--- src/rtl/inner_dot_collect.sv ---
// inner_dot_collect: realigns issue tags with the inner-dot engine output,
// quantizes conv results to int8 and accumulates the three FC partial dots.
// Ports: clk, rst_n (async, active-low); in_vld/cnt issue tags; dot engine
// result; err_clr clears fc_err. Outputs: conv_vld/conv_q/conv_cnt int8 conv
// stream; fc_vld/fc_sum fully-connected sum; fc_err sticky sequencing error.
module inner_dot_collect #(
    parameter int SUM_WIDTH = 21,
    parameter int DOT_LAT   = 2,
    parameter int SHIFT     = 4,
    parameter int RELU      = 1
) (
    input  logic                        clk,
    input  logic                        rst_n,
    input  logic                        in_vld,
    input  logic [6:0]                  cnt,
    input  logic signed [SUM_WIDTH-1:0] dot,
    input  logic                        err_clr,
    output logic                        conv_vld,
    output logic signed [7:0]           conv_q,
    output logic [6:0]                  conv_cnt,
    output logic                        fc_vld,
    output logic signed [SUM_WIDTH+1:0] fc_sum,
    output logic                        fc_err
);

    localparam int AW = SUM_WIDTH + 2;
    localparam logic signed [SUM_WIDTH-1:0] QMAX = SUM_WIDTH'(127);
    localparam logic signed [SUM_WIDTH-1:0] QMIN = SUM_WIDTH'(-128);

    typedef enum logic [1:0] {
        IDLE = 2'd0,
        P1   = 2'd1,
        P2   = 2'd2
    } fc_state_e;

    // Tag pipeline: valid bits are reset, counts are don't-care while invalid.
    logic [DOT_LAT-1:0] tvld_q;
    logic [6:0]         tcnt_q [DOT_LAT];

    always_ff @(posedge clk or negedge rst_n) begin
        if (!rst_n) begin
            tvld_q <= '0;
        end else begin
            tvld_q[0] <= in_vld;
            for (int i = 1; i < DOT_LAT; i++) begin
                tvld_q[i] <= tvld_q[i-1];
            end
        end
    end

    always_ff @(posedge clk) begin
        tcnt_q[0] <= cnt;
        for (int i = 1; i < DOT_LAT; i++) begin
            tcnt_q[i] <= tcnt_q[i-1];
        end
    end

    logic       t_vld;
    logic [6:0] t_cnt;
    logic       tag34, tag50, tag66, conv_slot;

    assign t_vld     = tvld_q[DOT_LAT-1];
    assign t_cnt     = tcnt_q[DOT_LAT-1];
    assign tag34     = t_vld && (t_cnt == 7'd34);
    assign tag50     = t_vld && (t_cnt == 7'd50);
    assign tag66     = t_vld && (t_cnt == 7'd66);
    assign conv_slot = t_vld && !(tag34 || tag50 || tag66);

    // Conv quantization: optional ReLU, arithmetic shift, int8 saturation.
    logic signed [SUM_WIDTH-1:0] relu_v, shr_v;
    logic signed [7:0]           sat_v;

    always_comb begin
        relu_v = dot;
        if ((RELU != 0) && (dot < 0)) begin
            relu_v = '0;
        end
        shr_v = relu_v >>> SHIFT;
        if (shr_v > QMAX) begin
            sat_v = 8'sd127;
        end else if (shr_v < QMIN) begin
            sat_v = -8'sd128;
        end else begin
            sat_v = shr_v[7:0];
        end
    end

    logic              conv_vld_q;
    logic signed [7:0] conv_q_q;
    logic [6:0]        conv_cnt_q;

    always_ff @(posedge clk or negedge rst_n) begin
        if (!rst_n) begin
            conv_vld_q <= 1'b0;
            conv_q_q   <= '0;
            conv_cnt_q <= '0;
        end else begin
            conv_vld_q <= conv_slot;
            if (conv_slot) begin
                conv_q_q   <= sat_v;
                conv_cnt_q <= t_cnt;
            end
        end
    end

    // FC accumulation FSM.
    fc_state_e            state_q, state_d;
    logic signed [AW-1:0] acc_q, acc_d;
    logic signed [AW-1:0] fc_sum_q, fc_sum_d;
    logic                 fc_vld_q, fc_vld_d;
    logic                 fc_err_q, fc_err_d;
    logic                 err_set;
    logic signed [AW-1:0] dot_ext;

    assign dot_ext = {{2{dot[SUM_WIDTH-1]}}, dot};

    always_comb begin
        state_d  = state_q;
        acc_d    = acc_q;
        fc_sum_d = fc_sum_q;
        fc_vld_d = 1'b0;
        err_set  = 1'b0;
        if (tag34) begin
            acc_d   = dot_ext;
            state_d = P1;
            err_set = (state_q != IDLE);
        end else if (tag50) begin
            if (state_q == P1) begin
                acc_d   = acc_q + dot_ext;
                state_d = P2;
            end else begin
                err_set = 1'b1;
                state_d = IDLE;
            end
        end else if (tag66) begin
            if (state_q == P2) begin
                fc_sum_d = acc_q + dot_ext;
                fc_vld_d = 1'b1;
            end else begin
                err_set = 1'b1;
            end
            state_d = IDLE;
        end
        // A new error takes priority over a simultaneous clear.
        if (err_set) begin
            fc_err_d = 1'b1;
        end else if (err_clr) begin
            fc_err_d = 1'b0;
        end else begin
            fc_err_d = fc_err_q;
        end
    end

    always_ff @(posedge clk or negedge rst_n) begin
        if (!rst_n) begin
            state_q  <= IDLE;
            acc_q    <= '0;
            fc_sum_q <= '0;
            fc_vld_q <= 1'b0;
            fc_err_q <= 1'b0;
        end else begin
            state_q  <= state_d;
            acc_q    <= acc_d;
            fc_sum_q <= fc_sum_d;
            fc_vld_q <= fc_vld_d;
            fc_err_q <= fc_err_d;
        end
    end

    assign conv_vld = conv_vld_q;
    assign conv_q   = conv_q_q;
    assign conv_cnt = conv_cnt_q;
    assign fc_vld   = fc_vld_q;
    assign fc_sum   = fc_sum_q;
    assign fc_err   = fc_err_q;

endmodule

--- config.mk ---
export PLATFORM = sky130hd
export DESIGN_NAME = inner_dot_collect
export DESIGN_NICKNAME = d
export VERILOG_FILES = /design/src/rtl/inner_dot_collect.sv
export SDC_FILE = /design/constraint.sdc
export NUM_CORES = 1
export LEC_CHECK = 0
export ABC_AREA = 0
export CAP_MARGIN = 30
export CORE_ASPECT_RATIO = 0.8
export CORE_MARGIN = 2
export CORE_UTILIZATION = 57
export CTS_BUF_LIST = sky130_fd_sc_hd__clkbuf_2 sky130_fd_sc_hd__clkbuf_4 sky130_fd_sc_hd__clkbuf_8
export CTS_CLUSTER_SIZE = 30
export DETAILED_ROUTE_END_ITERATION = 8
export GPL_TIMING_DRIVEN = 0
export HOLD_SLACK_MARGIN = 0.02
export MAX_ROUTING_LAYER = met4
export PLACE_DENSITY = 0.94
export SYNTH_ARGS = -nofsm -noshare
export SYNTH_HDL_FRONTEND = slang
export SYNTH_SLANG_ARGS = --single-unit
--- constraint.sdc ---
create_clock -name clk -period 7.25 [get_ports clk]
set_input_delay 2.175 -clock clk [delete_from_list [all_inputs] [get_ports clk]]
set_output_delay 2.175 -clock clk [all_outputs]
set_load 0.01 [all_outputs]
Yosys cells after proc, flatten, opt, wreduce, memory -nomap -nowiden
Memory sizes are Yosys's and may differ from the RTL's. Index checks and enable logic that the tools add are counted.

Flip-flop bits (word level): 68. RAM bits: 14. Input bits: 32. Output and inout bits: 41. Word-level logic and storage cells: 56. Memories: 1.

Add/subtract/negate cells: 1. Magnitude comparators: 3. Equality and inequality tests: 5. Mux-type cells: 21. Bitwise logic cells: 2. Reductions and logical operators: 14.

Memory list: tcnt_q (depth 2, width 7, read ports 2, clocked after memory_dff 0, write ports 2, line 38) `logic [6:0] tcnt_q [DOT_LAT];`.

Operators by type and width (count): $mux W23 (3); $add A23 B21 Y23 (1); $lt A21 B1 Y1 const B (1); $mux W21 (1); $gt A17 B8 Y1 const B (1); $lt A17 B8 Y1 const B (1); $mux W8 (2); $eq A7 B6 Y1 const B (2); $mux W1 (11); $mux W2 (4); $reduce_bool A2 Y1 (4); $eq A7 B7 Y1 const B (1); $logic_and A1 B1 Y1 (4); $reduce_and A4 Y1 (1); $reduce_bool A3 Y1 (1); $eq A2 B1 Y1 const B (1); $eq A2 B2 Y1 const B (1); $logic_or A1 B1 Y1 (2); $not A1 Y1 (2); $reduce_and A2 Y1 (1); $logic_not A1 Y1 (1).

Depth between registers and ports, before layout
Gate-level depths: netlist (run 1).

Depth after elaboration: 6. Gate-level depth with buffers: 10. Depth with buffers taken out: 10.

Worst setup path before layout (run 1)
No wires, ideal clock.

Kind: input -> register. Start point: in dot[0]. End point: reg acc_q[20]. Library setup time: 0.126 ns. Data arrival time: 4.037 ns. Required time: 7.124 ns. Slack: 3.087 ns. Cell stages on the path: 10. Path through: ha_1 inv_1 fa_1 nor2b_1 o2111ai_1 nand2_1 a21oi_1 o41ai_1 xor2_1 a221o_1.

Longest elaborated chain between the ends: 4.

Ends and longest elaborated chain: start: declaration (line 16) `input logic signed [SUM_WIDTH-1:0] dot,`; $add A23 B21 Y23 (line 129) `acc_d = acc_q + dot_ext;`; $mux W23 (line 128) `if (state_q == P1) begin`; $mux W23 (line 127) `end else if (tag50) begin`; $mux W23 (line 123) `if (tag34) begin`; end signal: assignment (line 157) `acc_q <= '0;`; end signal: assignment (line 163) `acc_q <= acc_d;`; end: declaration (line 108) `logic signed [AW-1:0] acc_q, acc_d;`.

Every way passes these cells. The select of a mux whose other input is x is not followed. A chain may end at the register's enable or synchronous reset.

Worst setup path in the final report (run 1)
Same ends and word-level chain as after synthesis.

==> key figures, run 1 <==
CTS
  – CTS resizes: 0
  – # H-tree levels: 3
  – Hold-fix buffers at CTS: 0
  – CTS tree: built
  – Clock transition at the registers of the reported paths: approximately 100 ps
  – Clk sinks: 82
  – Num CTS Buffers: 9
  – Clk_lat worst skew: 370 ps
  – Post CTS Setup Buffer Count: 0
  – Clk buf depth: 2
  – Root Buffer: clkbuf_8

Synthesis
  – Yosys reg bits: 82
  – Sequential share of the synthesized area: 47.16%
  – Synth area leader: dfrtp_1
  – Post-synth EDFFs: 0
  – Synth area leaders: dfrtp_1 40%, dfxtp_1 6.7%, ha_1 6.5%
  – Netlist cell types: 58
  – Synth Area per Inst: 9.595 um^2
  – Post-Syn Area: 4203 um^2
  – Synth Net Count: 493
  – Yosys Warn Count: 0
  – Top FF cell, synth: dfrtp_1
  – Yosys top cell area share: 40.49%
  – Synth Instances: 438
  – FFs w/ async S/R, synth: 82.93%

Timing
  – Final count of negative-setup-slack endpoints: 0
  – Pins Over Slew Limit: 0
  – Final Hold Viols: 0
  – Final period utilization: 66.31%
  – Max_slew headroom: between 40% and 50%
  – RSZ-0062 raised after global routing: no
  – Crit path time final: 4808 ps
  – Fmax: 208.0 MHz
  – Total Negative Setup Slacks: 0 ps
  – Layout Skew: between 8 and 9 ps
  – Least-Margin Pin Slew: 890.3 ps
  – Hold_ws: 338.0 ps

Critical path
  – Endpoint class of the critical path: register
  – Top fanout value on the critical path: 3
  – Worst-case reg-to-reg path depth: 10
  – R2R setup slack: 4410 ps
  – Worst Setup Start Kind: input pin
  – R2R Path Start: acc_q[0]
  – Crit path required time: 7500 ps
  – Crit path kind: in2reg
  – Crit path arrival time: 5060 ps
  – R2R Path End: acc_q[20]

Global route
  – Antenna violations before repair: 0
  – Largest net degree at the start of global routing: 69
  – Total Routing Usage GR: 29.68%
  – First-pass GRT wire length: 17,930 um
  – GRT overflow: 0
  – Vias in the first global route: approximately 3,600

Detailed routing
  – Routed Wire Length: about 11,000 um
  – Vias post-DR: 3,763
  – Pre-antenna DRT Iters: 5
  – DRC viols: 0
  – DRT iter0 DRCs: 248
  – Post-route ant nets: 0
  – Routed length per instance: ~18 um
  – Via-per-instance ratio: 6.139

Power
  – Int Pwr: roughly 0.00078 W
  – P per Cell Area: 227.1 nW/um^2
  – Leakage Power: 2.266 nW
  – Switching power: just over 0.0004 W
  – VDD IR max: 0.0001407 V
  – Clock network fraction of total power: between 20 and 30%
  – Gate power share: 27.3%
  – Register share of total power: between 40% and 50%
  – Sw frac: 34.51%

Placement
  – Routability congestion estimate: between 0.9 and 1
  – Post-DP HPWL: 8171 um
  – Buffers on Ports: 72
  – Cell total after placement: 597

Die
  – Boundary pin count: 73
  – Row count: 27
  – Die H: 80.80 um
  – Die X: 100.0 um
  – Die Area: 8080 um^2
  – Initial Util: between 50% and 60%
  – Core ar.: between 7000 and 8000 um^2

Run status
  – Status: completed

Layout
  – Layout Cells excl Fill: 613
  – Share of layout cells above drive strength 1: 7.795%
  – Final net count: 576
  – Antenna cells: 0
  – Layout area overhead: 24.56%
  – # fillers: 514

Flow run
  – Maxcap violations: 0

Worst hold path
  – Hold path endpoint: tcnt_q[0][11]
  – Worst hold path cell count: 0
  – HP Start: tcnt_q[0][4]
  – Min-delay worst type: reg2reg
[sequential cells by signal, summed over array words and instances, names as in the netlist]
signal / flops
conv_q: 8
fc_vld: 1
tvld_q: 2
tcnt_q: 14
acc_q: 23
fc_sum: 23
state_q: 2
conv_cnt: 7
fc_err: 1
conv_vld: 1
[cell usage after synthesis (all sizes together), types with 3 or more instances]
library cell / n
dfrtp: 68
nand2: 60
o21ai: 45
a21oi: 28
nor2: 27
ha: 22
a22oi: 17
nand3: 15
clkbuf: 14
dfxtp: 14
xnor2: 11
inv: 9
xor2: 9
mux2: 8
o31ai: 8
nor2b: 6
nor3: 6
o211ai: 6
buf: 5
nand2b: 5
a221o: 4
a31oi: 4
and2: 4
o21a: 4
and3: 3
or2: 3
[cell usage in the layout (no fill, tap or decap), types with 8 or more instances in the layout]
cell type         n
clkdlybuf4s50_1  71
a22oi_1          17
clkbuf_8          9
a21oi_1          27
xnor2_1          11
o21ai_0          43
nand3_1          15
nor2_1           27
mux2_2            8
nand2_1          59
dfxtp_1          14
o31ai_1           8
dfrtp_1          68
inv_1             9
xor2_1            9
ha_1             22
clkbuf_1         13
[cell families after synthesis]
| logic type | Yosys count | share of synthesized area (%) |
|---|---|---|
| flip-flops | 82 | 47.16 |
| buffers and inverters | 29 | 2.768 |
| multiplexers | 9 | 2.382 |
| adder cells (fa/ha/maj) | 23 | 7.026 |
| AND/OR/NAND/NOR | 141 | 15.60 |
| XOR/XNOR | 20 | 4.168 |
| AO/OA/AOI/OAI | 134 | 20.90 |
[layout make-up]
type / instances / area, um^2 / share of cell area (%)
Buffer: 19 / 78.83 / 1.506
Clock inverter: 7 / 81.33 / 1.554
Tap cell: 87 / 108.9 / 2.079
Sequential cell: 82 / 1982 / 37.86
Multi-Input combinational cell: 327 / 2105 / 40.20
Clock buffer: 9 / 123.9 / 2.366
Timing Repair Buffer: 72 / 718.2 / 13.72
Inverter: 10 / 37.54 / 0.7170
[power by group through the flow]
stage                     sequential, W  clock, W  combinational [W]
after CTS                      0.000523  0.000343           0.000320
after global placement         0.000529         0           0.000308
after detailed placement       0.000533         0           0.000317
final                          0.000524  0.000341           0.000324
after floorplan                0.000533         0           0.000202
after global routing           0.000528  0.000359           0.000358
[how the worst max path moves through the flow]
stage / start / endpoint / slack [ps]
6_report: dot[0] / acc_q[20] / 2440
5_1_grt: dot[0] / acc_q[20] / 2310
4_1_cts: dot[0] / acc_q[20] / 2520
3_5_place_dp: dot[0] / acc_q[20] / 2150
3_3_place_gp: rst_n / fc_sum[18] / 1780
2_1_floorplan: dot[0] / acc_q[20] / 3090
[worst max-delay path: stages]
cell	delay (ps)
clkdlybuf4s50_1	510
ha_1	180
inv_1	50
fa_1	400
nor2b_1	190
o2111ai_1	180
nand2_1	190
a21oi_1	190
o41ai_1	470
xor2_1	180
a221o_1	330
[routing by layer]
metal,vias up,track usage [%],share of wire (%)
li1,1759,-,-
met1,1812,40.59,45
met2,165,45.68,46
met3,27,5.508,7.0
met4,0,9.041,1.7
met5,-,-,0
[metrics by stage]
step                area [um^2]  power [W]  util (%)  setup WS [ps]
global route               5235   0.001245     74.50           2310
floorplan                  4203  0.0007353         -           3087
finish                     5235   0.001189     74.50           2442
CTS                        5235   0.001187     74.50           2518
global placement           5032  0.0008373     71.62           1776
detailed placement         5030  0.0008500     71.58           2148
(Power assumes the default switching activity.)
==> inputs of run 2 (changes only) <==
Settings changed: CORE_UTILIZATION 57 to 55, PLACE_DENSITY 0.94 to 0.92.
Clock period 7.25 ns to 4.89 ns, I/O delays scaled along.
==> run 2 against run 1 <==
Sequential power rose by 48%. Register-to-register slack got worse by 2300 ps. Clock skew fell by 0.52 ps. Design area rose by 0.53%. Power rose by 48%. Largest power group unchanged. Via count fell by 0.64%. Non-clock buffer count did not move. Worst setup slack got worse by 1600 ps. Highest routed layer unchanged.
==> key figures, run 2 (synthesis gave the netlist of run 1 again) <==
Placement
  – DP Worst Slack: 528.0 ps (-1620 ps)
  – Buffers on Ports: 72 (unchanged)
  – Routability congestion estimate: 0.9203 (-5.3%)
  – Post-DP HPWL: 7860 um (-3.8%)

Power
  – Sw frac: 34.44% (-0.067 points)
  – Gate power share: 27.2% (about the same)
  – Clock network fraction of total power: 28.7% (about the same)
  – VDD IR max: 0.0002197 V (+56%)
  – Int Pwr: 0.001155 W (+48%)
  – Leakage Power: 2.267 nW (about the same)
  – P per Cell Area: 334.7 nW/um^2 (+47%)
  – Switching power: 0.0006067 W (+48%)
  – Register share of total power: 44.1% (about the same)

Timing
  – Pins Over Slew Limit: 0 (unchanged)
  – Max_slew headroom: 42.62% (+2.0 points)
  – Hold_ws: 334.4 ps (-3.591 ps)
  – Total Negative Setup Slacks: 0 ps (unchanged)
  – Final Hold Viols: 0 (unchanged)
  – Layout Skew: 7.951 ps (-0.5235 ps)
  – Crit path time final: just over 4000 ps
  – RSZ-0062 raised after global routing: no
  – Final count of negative-setup-slack endpoints: 0 (unchanged)
  – Worst Slack Setup Final: 869.0 ps (-1573 ps)
  – Least-Margin Pin Slew: 860.6 ps (-29.61 ps)
  – Fmax: 248.7 MHz
  – Final period utilization: 82.23%

Layout
  – Commonest non-fill, non-tap cells in the layout: 71 x clkdlybuf4s50_1, 68 x dfrtp_1, 59 x nand2_1
  – Most common cell after layout, fill and taps aside: clkdlybuf4s50_1
  – Share of layout cells above drive strength 1: 7.795% (unchanged)
  – Layout area overhead: 25.22%
  – Final net count: 576 (unchanged)
  – # fillers: 542 (+5.4%)
  – Final Util: 71.19% (-3.3 points)
  – Register Area: 1982 um^2 (unchanged)
  – Multi-input logic area: 2105 um^2 (unchanged)
  – Antenna cells: 0 (unchanged)

Critical path
  – Crit path arrival time: 4280 ps (-780 ps)
  – Crit path kind: in2reg
  – R2R Path Start: acc_q[0]
  – Worst-case reg-to-reg path depth: 10 (unchanged)
  – R2R Path End: acc_q[20]
  – Endpoint class of the critical path: register
  – Top fanout value on the critical path: 3 (unchanged)
  – Crit path required time: 5150 ps (-2350 ps)
  – R2R setup slack: 2140 ps (-2270 ps)
  – Worst Setup Start Kind: input pin

CTS
  – Num CTS Buffers: 9 (unchanged)
  – Clk sinks: 82 (unchanged)
  – Post CTS Setup Buffer Count: 0 (unchanged)
  – # H-tree levels: 3 (unchanged)
  – CTS tree: built
  – CTS resizes: 0 (unchanged)
  – Clk_lat worst skew: 370 ps (about the same)
  – Root Buffer: clkbuf_8
  – Clk buf depth: 2 (unchanged)
  – Clock transition at the registers of the reported paths: 100 ps (about the same)
  – Hold-fix buffers at CTS: 0 (unchanged)

Detailed routing
  – Via-per-instance ratio: 5.926 (-3.5%)
  – Routed Wire Length: 10,750 um (-3.0%)
  – Post-route ant nets: 0 (unchanged)
  – Pre-antenna DRT Iters: 5 (unchanged)
  – Routed length per instance: 17.03 um (-5.8%)
  – DRC viols: 0 (unchanged)
  – DRT iter0 DRCs: 248 (unchanged)
  – Vias post-DR: 3,739 (-0.64%)

Run status
  – Status: completed

Die
  – Die X: 101.7 um (+1.7%)
  – Die H: 82.19 um (+1.7%)
  – Die Area: 8361 um^2 (+3.5%)
  – Initial Util: 56.86% (-3.0 points)
  – Row count: 28 (+3.7%)
  – Core ar.: 7392 um^2 (+5.2%)
  – Boundary pin count: 73 (unchanged)

Global route
  – Vias in the first global route: 3,581 (-1.1%)
  – GR Util met2: 43.49% (-2.2 points)
  – Met3 Use GR: 6.313% (+0.81 points)
  – Met1 global-route usage: 36.66% (-3.9 points)
  – GRT overflow: 0 (unchanged)
  – First-pass GRT wire length: 17,400 um (-3.0%)
  – Antenna violations before repair: 0 (unchanged)
  – Total Routing Usage GR: 27.87% (-1.8 points)
  – Largest net degree at the start of global routing: 69 (unchanged)
  – GR peak layer: met2

Flow run
  – Maxcap violations: 0 (unchanged)

Worst hold path
  – Worst hold path cell count: 0 (unchanged)
  – Min-delay worst type: reg2reg
  – Hold path endpoint: tcnt_q[0][9]
  – HP Start: tcnt_q[0][2]
run 2: cell types whose count changed in the layout (fill, tap and decap cells not counted), sizes merged:
| cell | change |
|---|---|
| clkinv | +1 |
| inv | -1 |
run 2: through the flow:
stage	total power, W	area, um^2	std cells
after floorplan	0.001090	4203	438
after detailed placement	0.001258	5052	615
after CTS	0.001759	5263	631
final	0.001761	5263	631
after global routing	0.001845	5263	631
after global placement	0.001238	5055	615
run 2: layout make-up:
class	instances	share of cell area, %
Tap cell	105	2.496
Multi-Input combinational cell	327	39.99
Buffer	19	1.498
Inverter	10	0.7133
Timing Repair Buffer	72	13.65
Sequential cell	82	37.66
Clock inverter	7	1.641
Clock buffer	9	2.354
run 2: critical path: stages:
cell and delay, ps:
clkdlybuf4s50_1 520, ha_1 210, inv_1 60, fa_1 410, nor2b_1 180, o2111ai_1 170
nand2_1 180, a21oi_1 160, o41ai_1 430, xor2_1 180, a221o_1 320
run 2: worst max path at each step:
| stage | slack [ps] | end | cells past startpoint | start |
|---|---|---|---|---|
| final | 870 | acc_q[20] | 11 | dot[0] |
| after global routing | 760 | acc_q[20] | 11 | dot[0] |
| after global placement | 140 | acc_q[18] | 1 | rst_n |
| after floorplan | 1440 | acc_q[20] | 10 | dot[0] |
| after CTS | 900 | acc_q[20] | 11 | dot[0] |
| after detailed placement | 530 | acc_q[20] | 11 | dot[0] |
run 2: power by group through the flow:
stage / combinational [W] / clock [W] / sequential, W
2_1_floorplan: 0.000299 / 0 / 0.000791
3_3_place_gp: 0.000453 / 0 / 0.000785
3_5_place_dp: 0.000469 / 0 / 0.000790
4_1_cts: 0.000476 / 0.000507 / 0.000776
5_1_grt: 0.000530 / 0.000530 / 0.000785
6_report: 0.000479 / 0.000505 / 0.000777
run 2: metal layers:
layer	routed length, um	vias up
met2	5031	160
met5	0	-
met3	731	28
met4	246	0
li1	-	1755
met1	4736	1796
==> inputs of run 3 (changes only) <==
Clock period 4.89 ns to 3.9 ns, I/O delays scaled along.
==> results of run 3 <==
The final DEF is identical to that of run 2. Status: completed.
Among the figures that moved: setup slack after placement 528.0 ps -> -165.0 ps; setup slack after layout 869.0 ps -> 176.0 ps; register-to-register setup slack 2140 ps -> 1150 ps; total power 0.001761 W -> 0.002208 W; worst IR drop on VDD 0.0002197 V -> 0.0002755 V
